==> config.mk <==
export PLATFORM = sky130hd
export DESIGN_NAME = muxreg_arbiter_flat
export DESIGN_NICKNAME = d
export VERILOG_FILES = /design/src/rtl/muxreg_arbiter_if.sv /design/src/rtl/muxreg_arbiter.sv /design/src/flat_wrapper.sv
export SDC_FILE = /design/constraint.sdc
export NUM_CORES = 1
export LEC_CHECK = 0
export CORE_MARGIN = 1.5
export CORE_UTILIZATION = 50
export DETAILED_ROUTE_END_ITERATION = 7
export PLACE_DENSITY = 0.76
export SYNTH_ARGS = -nofsm -noshare
export SYNTH_HDL_FRONTEND = slang
export SYNTH_SLANG_ARGS = --single-unit
==> constraint.sdc <==
create_clock -name CLK -period 4.8 [get_ports CLK]
set_input_delay 1.2 -clock CLK [delete_from_list [all_inputs] [get_ports CLK]]
set_output_delay 1.2 -clock CLK [all_outputs]
set_load 0.03 [all_outputs]
==> src/rtl/muxreg_arbiter_if.sv <==
// muxreg_arbiter_if: request/grant/select/load/ack bundle between the requesters and muxreg_arbiter
interface muxreg_arbiter_if;
  logic [7:0] req;
  logic [7:0] gnt;
  logic [7:0] ack;
  logic [2:0] sel;
  logic load;
  logic busy;
  modport master (input req, output gnt, sel, load, ack, busy);
  modport slave (output req, input gnt, sel, load, ack, busy);
endinterface

==> src/rtl/muxreg_arbiter.sv <==
// muxreg_arbiter: arbitrates 8 requesters onto one muxed register's sel/load and pulses a per-requester ack
module muxreg_arbiter #(
  parameter int PRIO_MODE = 0
) (
  input logic CLK,
  input logic RSTN,
  muxreg_arbiter_if.master bus
);
  typedef enum logic [1:0] {IDLE, LOAD, ACK} state_t;
  state_t state_q, state_d;
  logic [2:0] sel_q, sel_d, last_q, last_d, base, win;
  logic [7:0] gnt_q, gnt_d, elig;
  assign elig = bus.req & ~gnt_q;
  assign base = PRIO_MODE != 0 ? 3'd7 : last_q;
  always_comb begin
    win = '0;
    for (int i = 8; i >= 1; i--) win = elig[base + 3'(i)] ? base + 3'(i) : win;
  end
  always_comb begin
    state_d = state_q == LOAD ? ACK : |elig ? LOAD : IDLE;
    sel_d = state_q == LOAD ? sel_q : |elig ? win : 3'd0;
    gnt_d = state_q == LOAD ? gnt_q : |elig ? 8'd1 << win : 8'd0;
    last_d = state_q == LOAD && PRIO_MODE == 0 ? sel_q : last_q;
  end
  always_ff @(posedge CLK or negedge RSTN) begin
    if (!RSTN) begin
      state_q <= IDLE;
      sel_q <= '0;
      gnt_q <= '0;
      last_q <= 3'd7;
    end else begin
      state_q <= state_d;
      sel_q <= sel_d;
      gnt_q <= gnt_d;
      last_q <= last_d;
    end
  end
  assign bus.gnt = gnt_q;
  assign bus.sel = sel_q;
  assign bus.load = state_q == LOAD;
  assign bus.ack = state_q == ACK ? gnt_q : 8'd0;
  assign bus.busy = state_q != IDLE;
endmodule

==> src/flat_wrapper.sv <==
// flat-port wrapper written by rule: the top's interface ports become plain ports
module muxreg_arbiter_flat 
#(
  parameter int PRIO_MODE = 0
)
  (CLK, RSTN, bus_req, bus_gnt, bus_sel, bus_load, bus_ack, bus_busy);
  muxreg_arbiter_if bus_i ();
  input logic CLK;
  input logic RSTN;
  input wire logic [$bits(bus_i.req)-1:0] bus_req;
  output wire logic [$bits(bus_i.gnt)-1:0] bus_gnt;
  output wire logic [$bits(bus_i.sel)-1:0] bus_sel;
  output wire logic [$bits(bus_i.load)-1:0] bus_load;
  output wire logic [$bits(bus_i.ack)-1:0] bus_ack;
  output wire logic [$bits(bus_i.busy)-1:0] bus_busy;
  assign bus_i.req = bus_req;
  assign bus_gnt = bus_i.gnt;
  assign bus_sel = bus_i.sel;
  assign bus_load = bus_i.load;
  assign bus_ack = bus_i.ack;
  assign bus_busy = bus_i.busy;
  muxreg_arbiter #(.PRIO_MODE(PRIO_MODE)) u_core (.CLK(CLK), .RSTN(RSTN), .bus(bus_i));
endmodule
==> impl_summary.log <==
[metrics] run status: finished, final reports clean
[metrics] clock sink total: 16
[metrics] R2R setup slack: around 1.1 ns
[metrics] total gr overflow: 0
[metrics] Mean Syn Cell Area: approximately 9.8 um2
[metrics] ratio of cells with drive above 1 in the final layout: 0.178
[metrics] Crit Path Class: reg2reg
[metrics] Syn Nets: between 150 and 200
[metrics] class of the tightest hold or removal check: reg2reg
[metrics] growth of design area from synthesis to finish: 19.1%
[metrics] filler cell count: 310
[metrics] half-perimeter wire length of the detailed placement result: ~3800 um
[metrics] Max Used Layer: met4
[metrics] placer's final routability congestion estimate: between 0.9 and 1
[metrics] hold_buf cts: 0
[metrics] antenna violations before repair: 0
[metrics] root buffer cell: sky130_fd_sc_hd__clkbuf_4
[metrics] post_cts resized: 0
[metrics] startpoint of the lowest-slack register-to-register path: u_core.base[0]
[metrics] placeable core area: about 3400 um2
[metrics] number of synthesized flops with an enable pin: 0
[metrics] Worst setup endpoint: u_core.bus.gnt[1]
[metrics] Final Slew Violations: 0
[metrics] element type at the critical path end: flip-flop
[metrics] port buffer count: 30
[metrics] Setup Fix Bufs, Post-CTS: 0
[metrics] critical path launch point: u_core.base[0]
[metrics] Core Rows: 21
[metrics] arrival time reported for the critical path endpoint: 3.89 ns
[metrics] dpl ws: roughly 0.94 ns
[metrics] vias in the first global route: around 1600
[metrics] RSZ-0062 raised after global routing: false
[metrics] Layout Cells excl Fill: 254
[metrics] pin count of the biggest net entering global routing: 25
[metrics] CTS Buf Count: 3
[metrics] IO Count: 31
[metrics] Synthesis Warnings: 0
[metrics] final count of hold timing violations: 0
[metrics] CTS tree: yes
[metrics] top library cells by usage in the layout, fill and taps aside: sky130_fd_sc_hd__clkdlybuf4s50_1 (30), sky130_fd_sc_hd__nand2_1 (13), sky130_fd_sc_hd__dfrtp_1 (13), sky130_fd_sc_hd__nand2b_1 (11), sky130_fd_sc_hd__and2_1 (11)
[metrics] headroom to the max-slew limit: 0.532
[metrics] DR vias/cell: between 6 and 7
[metrics] WL/cell: roughly 19 um
[metrics] via count of the routed design: 1638
[metrics] count of endpoints failing setup in the final report: 0
[metrics] register clock-pin slew on the reported worst setup and hold paths: 0.09 ns
[metrics] setup_tns: 0 ns
[metrics] post-placement cell count: between 200 and 300
[metrics] first drt pass iteration count: 4
[metrics] biggest fanout along the worst timing path: 24
[metrics] Detailed Route WL: between 4000 and 5000 um
[metrics] Starting Density: 0.528
[metrics] drc violations: 0
[metrics] kind of start point of the critical path: flip-flop
[metrics] Post-Route Utilization: 0.629
[metrics] most common cell after layout, fill and taps aside: sky130_fd_sc_hd__clkdlybuf4s50_1
[metrics] wire length of the first global-routing pass: around 8000 um
[metrics] fraction of registers with async set/reset: 1.00
[metrics] f_max: 269 MHz
[metrics] Setup Skew: roughly 0.0054 ns
[metrics] netlist area before placement: ~1800 um2
[metrics] number of library cell types mapped by synthesis: between 60 and 70
[metrics] remaining antenna violation count after routing: 0
[metrics] Die Y-Extent: around 63 um
[metrics] Die Width: about 63 um
[metrics] antenna diode instance count: 0
[metrics] full die area: approximately 3900 um2
[metrics] synthesized netlist cell count: approximately 180
[metrics] Worst Max-Slew Pin Slew: roughly 0.70 ns
[metrics] FF-to-FF End: u_core.bus.gnt[1]
[metrics] crit share post-route: 0.774
[metrics] sequential element share of the synthesized area: 0.228
[metrics] layout net count: 221
[metrics] number of maximum-capacitance violations: 0
[metrics] clock latency reported for the late side of the worst-skew pair: ~0.28 ns
[metrics] clock buffer depth: 2
[metrics] Total Routing Usage GR: 0.255
[metrics] worst reg-to-reg path cell count: 10
[metrics] Initial DRC Count: roughly 170
[metrics] flops & latches, synth: 16
[metrics] worst setup margin: about 1.1 ns
[metrics] min cycle time layout: approximately 3.7 ns
[metrics] most common flop cell mapped by yosys: sky130_fd_sc_hd__dfrtp_1
[metrics] DR WL met3: 265 um
[metrics] Worst EP required: about 5.0 ns
[metrics] H-tree depth: 1
[metrics] met1 WL: between 1500 and 2000 um
[metrics] met2 routed wirelength: between 2000 and 3000 um
[synth_stat cells, drive strengths merged, types with 4 or more instances]
master  number  share of area
and2        11          0.039
inv          6          0.014
buf          5          0.023
mux2i       11          0.078
o21bai       4          0.017
nor2b        5          0.018
nand2b      11          0.039
nand2       13          0.027
o21ai        9          0.025
a21oi        4          0.013
dfrtp       13           0.18
mux4         8           0.10
nor2        10          0.023
[metal layers]
layer | global-route usage | vias up
li1 | - | 764
met1 | 0.322 | 800
met2 | 0.465 | 65
met3 | 0.0180 | 9
met4 | 0.0778 | 0
met5 | 0 | -
[worst min path at each step]
stage | cells after the start | slack [ns] | end | start
2_1_floorplan | 2 | 0.66 | u_core.base[0] | u_core.bus.sel[0]
3_3_place_gp | 2 | 0.50 | u_core.bus.sel[1] | u_core.bus.sel[1]
3_5_place_dp | 2 | 0.50 | u_core.base[0] | u_core.bus.sel[0]
4_1_cts | 2 | 0.52 | u_core.base[0] | u_core.bus.sel[0]
5_1_grt | 2 | 0.57 | u_core.bus.sel[0] | u_core.bus.sel[0]
6_report | 2 | 0.52 | u_core.bus.sel[0] | u_core.bus.sel[0]
[state kept, by name, indices dropped and copies added (netlist names)]
signal,cells
u_core.bus.gnt,8
u_core.base,3
u_core.bus.sel,3
u_core.state_q,2
[metrics by stage]
step	area, um2	hold slack (ns)
finish	2110	0.518
global route	2110	0.571
CTS	2110	0.523
floorplan	1780	0.659
global placement	2090	0.497
detailed placement	2090	0.498
[layout make-up]
class / count / area, um2 / share of cell area
multi-input cells: 151 / 1290 / 0.612
well taps: 46 / 57.6 / 0.0272
flip-flops and latches: 16 / 404 / 0.191
clock buffers: 4 / 26.3 / 0.0124
inverters: 6 / 25.0 / 0.0118
repair buffers: 31 / 308 / 0.146
[critical path: stages, from the launching register on]
cell	delay [ns]
sky130_fd_sc_hd__dfstp_2	0.85
sky130_fd_sc_hd__inv_4	0.17
sky130_fd_sc_hd__ha_1	0.48
sky130_fd_sc_hd__and4b_1	0.27
sky130_fd_sc_hd__o41a_1	0.48
sky130_fd_sc_hd__nor2_2	0.24
sky130_fd_sc_hd__o221ai_1	0.20
sky130_fd_sc_hd__o311ai_2	0.40
sky130_fd_sc_hd__a21oi_2	0.14
sky130_fd_sc_hd__nor2b_1	0.16
sky130_fd_sc_hd__a22o_1	0.21
[logic make-up after synthesis]
kind of cell / after synthesis / share of synthesized area
DFF: 16 / 0.228
buffers and inverters: 14 / 0.0437
adders and majority gates: 2 / 0.0141
xor gates and xnor gates: 3 / 0.0190
and+or+nand+nor: 77 / 0.270
AOI/OAI and AO/OA: 48 / 0.233
muxes: 21 / 0.192
Power is not shown: default switching activity piles up to over one toggle a cycle in this logic, so the estimate is an artifact.
